`src/rtl/pc_sequencer.sv`:
```
// Multi-cycle fetch/PC sequencer: fetches at PC, holds the instruction in IR for the
// skip controller, then picks the next PC from the registered skip/jump/halt decision.
module pc_sequencer #(
    parameter int                  PC_WIDTH  = 16,
    parameter logic [PC_WIDTH-1:0] RESET_PC  = '0,
    parameter int                  CNT_WIDTH = 8
) (
    input  logic                 CLK,
    input  logic                 Reset_n,
    input  logic                 run,
    output logic                 imem_req,
    output logic [PC_WIDTH-1:0]  imem_addr,
    input  logic                 imem_ready,
    input  logic [15:0]          imem_rdata,
    output logic [15:0]          IR,
    output logic [3:0]           Opcode,
    output logic [3:0]           funct,
    output logic                 ir_valid,
    input  logic                 exec_done,
    input  logic                 skip,
    input  logic                 jump,
    input  logic [PC_WIDTH-1:0]  jump_target,
    input  logic                 halt,
    output logic [PC_WIDTH-1:0]  PC,
    output logic [2:0]           state,
    output logic [CNT_WIDTH-1:0] skip_count
);

    typedef enum logic [2:0] {
        IDLE   = 3'd0,
        FETCH  = 3'd1,
        DECODE = 3'd2,
        EXEC   = 3'd3,
        UPDATE = 3'd4,
        HALTED = 3'd5
    } state_t;

    state_t              state_q;
    state_t              state_n;
    logic                skip_h;
    logic                jump_h;
    logic                halt_h;
    logic [PC_WIDTH-1:0] target_h;

    function automatic logic [CNT_WIDTH-1:0] sat_inc(input logic [CNT_WIDTH-1:0] c);
        return (&c) ? c : c + CNT_WIDTH'(1);
    endfunction

    always_comb begin
        state_n  = state_q;
        imem_req = 1'b0;
        case (state_q)
            IDLE:    if (run) state_n = FETCH;
            FETCH: begin
                imem_req = 1'b1;
                if (imem_ready) state_n = DECODE;
            end
            DECODE:  state_n = EXEC;
            EXEC:    if (exec_done) state_n = UPDATE;
            UPDATE: begin
                if (halt_h)   state_n = HALTED;
                else if (run) state_n = FETCH;
                else          state_n = IDLE;
            end
            HALTED:  state_n = HALTED;
            default: state_n = IDLE;
        endcase
    end

    // The decision inputs are only trusted on the exec_done edge, so they are held
    // for the UPDATE cycle rather than read live.
    always_ff @(posedge CLK or negedge Reset_n) begin
        if (!Reset_n) begin
            state_q    <= IDLE;
            PC         <= RESET_PC;
            IR         <= '0;
            ir_valid   <= 1'b0;
            skip_count <= '0;
            skip_h     <= 1'b0;
            jump_h     <= 1'b0;
            halt_h     <= 1'b0;
            target_h   <= '0;
        end else begin
            state_q <= state_n;
            case (state_q)
                FETCH: begin
                    if (imem_ready) begin
                        IR       <= imem_rdata;
                        ir_valid <= 1'b1;
                    end
                end
                EXEC: begin
                    if (exec_done) begin
                        skip_h   <= skip;
                        jump_h   <= jump;
                        halt_h   <= halt;
                        target_h <= jump_target;
                    end
                end
                UPDATE: begin
                    ir_valid <= 1'b0;
                    if (halt_h) begin
                        PC <= PC + PC_WIDTH'(1);
                    end else if (jump_h) begin
                        PC <= target_h;
                    end else if (skip_h) begin
                        PC         <= PC + PC_WIDTH'(2);
                        skip_count <= sat_inc(skip_count);
                    end else begin
                        PC <= PC + PC_WIDTH'(1);
                    end
                end
                default: ;
            endcase
        end
    end

    assign state     = state_q;
    assign imem_addr = PC;
    assign Opcode    = IR[15:12];
    assign funct     = IR[3:0];

endmodule

```
`config.mk`:
```
export PLATFORM = sky130hd
export DESIGN_NAME = pc_sequencer
export DESIGN_NICKNAME = d
export VERILOG_FILES = /design/src/rtl/pc_sequencer.sv
export SDC_FILE = /design/constraint.sdc
export NUM_CORES = 1
export LEC_CHECK = 0
export BUFFER_PORTS_ARGS = -buffer_cell sky130_fd_sc_hd__buf_2
export CAP_MARGIN = 20
export CORE_MARGIN = 2
export CORE_UTILIZATION = 50
export DETAILED_ROUTE_END_ITERATION = 7
export PLACE_DENSITY = 0.77
export SYNTH_ARGS = -nofsm -noshare
export SYNTH_HDL_FRONTEND = slang
export SYNTH_SLANG_ARGS = --single-unit
```
`constraint.sdc`:
```
create_clock -name CLK -period 2.6 [get_ports CLK]
set_clock_uncertainty 0.05 [all_clocks]
set_input_delay 0.26 -clock CLK [delete_from_list [all_inputs] [get_ports CLK]]
set_output_delay 0.26 -clock CLK [all_outputs]
set_load 0.02 [all_outputs]
```
==> flow_summary.toml <==
[power]
power_density_nw_per_um2 = 1250
vdd_drop_max_v = 0.000853
p_leak_uw = 0.00202

[layout]
drive_gt1_share_pct = 39.6
syn_to_final_growth_pct = 15.7
multi_input_area_um2 = 1870
antennaDiodeCount = 0
fill_cells = 646
finalNetCount = 498
regArea_um2 = 1580
instances_no_fill = 559

[global_routing]
grt_pass1_vias = 3149
overflow = 0
antenna_found_initial = 0
grt_max_degree = 64
grt_usage_pct = 23.4
grt_pass1_wl_um = 15600

[timing]
rsz0062_at_grt = "false"
post-route-period-util_pct = 83.8
layout_min_cycle_time_ps = 2180
max_slew_margin_pct = 47.5
final_hold_viol_count = 0
finalSetupTns_ps = 0
setup_viol = 0
slew_violations = 0
tightest_slew_ps = 788
fmax_mhz = 459

[routing]
wire_per_inst_um = 16.7
via_count = 3233
wl_met3_um = 905
routed-wl-met2_um = 4360
detailedRoute.firstPassIterationCount = 4
viasPerCell = 5.78
ant_nets = 0
totalWireLength_um = 9310
drtIter0Drc = 313
top_layer_used = "met4"
drc_errors = 0
m1WireLength_um = 3900

[critical_path]
r2r-end = "PC[8]$_DFFE_PN0P_"
critPathArrivalTime_ps = 2380
r2r_start = "PC[0]$_DFFE_PN0P_"
path_class = "reg -> reg"
rrSetupSlack_ps = 420
reg2reg_depth = 6
crit_fanout = 15
cp-endpoint = "PC[8]$_DFFE_PN0P_"
start_kind = "register"
cp-end-kind = "register"
startpoint = "PC[0]$_DFFE_PN0P_"
cp_data_required_time_ps = 2800

[place]
dp_hpwl_um = 6600
place_congestion = 0.885
port_buffers = 108
placedCellCount = 543

[clocking]
root_buffer = "clkbuf_8"
cts_made_buffers = 9
cts_max_path_buffers = 2
cts_tree = "yes"
hold_buffers = 0
clk_pin_slew_ps = 80
cts.repair.resized = 0
clk_latency_ps = 350
htree_levels = 3
clkSinkCount = 63
postCtsSetupBuffers = 0

[synthesis]
syn-cell-area_um2 = 3800
syn_avg_cell_area_um2 = 9.97
synthTopCellsByArea = "dfrtp_1, mux2_2, buf_4"
yosysWarnings = 0
syn_nets = 424
yosysTopAreaCellShare_pct = 41.5
yosys.area.top_type = "dfrtp_1"
ys_seq_area_share_pct = 41.5
netlist_instances = 381
netlist-cell-type-count = 62
synthArstFlopShare_pct = 100
synth_edf_count = 0
synth_ff_type = "dfrtp_1"
ys_ff_latch = 63

[floorplanning]
start_util_pct = 52.1
dieArea_um2 = 8310
chipWidth_um = 91.2
num_rows = 31
fp.coreArea_um2 = 7290
ios = 109
die_h_um = 91.2

[min_path]
min_path_type = "in -> async"

[outcome]
status = "finished clean"

[job]
drv_cap = 0
[layout by cell type, fill, tap and decap left out, drive strengths merged, types with 2 or more instances in the layout]
master,n
a211oi,3
a21oi,16
a221oi,5
a31oi,4
a32oi,3
and2,3
and3,5
and4,7
buf,118
clkbuf,9
clkinv,3
clkinvlp,2
dfrtp,63
ha,3
inv,4
mux2,37
mux2i,7
nand2,34
nand2b,2
nand3,16
nand4,9
nor2,22
nor2b,2
nor3,13
nor3b,2
nor4,2
nor4b,3
o211ai,2
o21a,2
o21ai,19
o2bb2ai,2
o311ai,2
xnor2,10
xor2,7
[cell type report]
cell class,count,share of cell area [%]
clock buffer,9,2.82
clock inverter,7,1.65
inverter,3,0.256
multi-input combinational,260,42.6
sequential,63,35.9
tap,99,2.82
timing repair buffer,118,14.0
[metrics by stage]
stage	worst slack, ps	hold slack, ps	util [%]	instance area, µm²	total power [µW]
final	422	25.8	60.3	4390	5490
after global routing	212	74.5	60.3	4390	5840
after CTS	449	58.9	60.3	4390	5500
after detailed placement	455	423	57.6	4200	4630
after global placement	530	406	57.6	4200	4540
after floorplan	639	-85.6	-	3800	4040
[flip-flops by register name (all words and copies together) (netlist names)]
register    cells
IR             16
PC             16
halt_h          1
ir_valid        1
jump_h          1
skip_count      8
skip_h          1
state           3
target_h       16
[power by group]
group / switching (µW) / internal [µW] / leakage, µW
clock network: 415 / 443 / 0.0000956
registers: 664 / 1410 / 0.000772
logic: 1500 / 1060 / 0.00115
[worst min path at each step]
stage,slack [ps],cells past startpoint,start,endpoint
5_1_grt,70,2,jump_target[11],target_h[11]$_DFFE_PN0P_
6_report,30,2,Reset_n,PC[4]$_DFFE_PN0P_
4_1_cts,60,2,Reset_n,PC[4]$_DFFE_PN0P_
3_5_place_dp,420,1,ir_valid$_DFFE_PN0P_,ir_valid$_DFFE_PN0P_
3_3_place_gp,410,1,ir_valid$_DFFE_PN0P_,ir_valid$_DFFE_PN0P_
2_1_floorplan,-90,0,Reset_n,IR[0]$_DFFE_PN0P_
[worst max-delay path, cell delays in order, from the launching register on]
cell and delay [ps]:
dfrtp_1 580, ha_1 330, and3_1 260, and2_1 280, nand3_1 130, mux2i_1 150
a221oi_1 290
[Yosys cell counts (7+ instances only)]
master	n
a21oi_1	16
buf_2	11
buf_4	27
clkbuf_1	12
dfrtp_1	63
mux2_2	37
mux2i_1	7
nand2_1	34
nand3_1	16
nand4_1	7
nor2_1	22
nor3_1	11
o21ai_0	19
xnor2_1	10
xor2_1	7
[per-layer routing]
metal	vias up	global-route usage, %
li1	1500	-
met1	1548	30.8
met2	169	36.2
met3	16	7.88
met4	0	8.21
met5	-	0
[kinds of logic (layout without fill, tap and decap cells)]
group	after synthesis	after routing	share of synthesized area, %
AND/OR/NAND/NOR	126	126	19.2
flip-flops	63	63	41.5
buffers and inverters	58	137	9.26
AO/OA/AOI/OAI	70	70	12.3
multiplexers	44	44	12.8
adder cells (fa/ha/maj)	3	3	0.988
XOR/XNOR	17	17	3.92
Power figures use the tool's default switching activity.
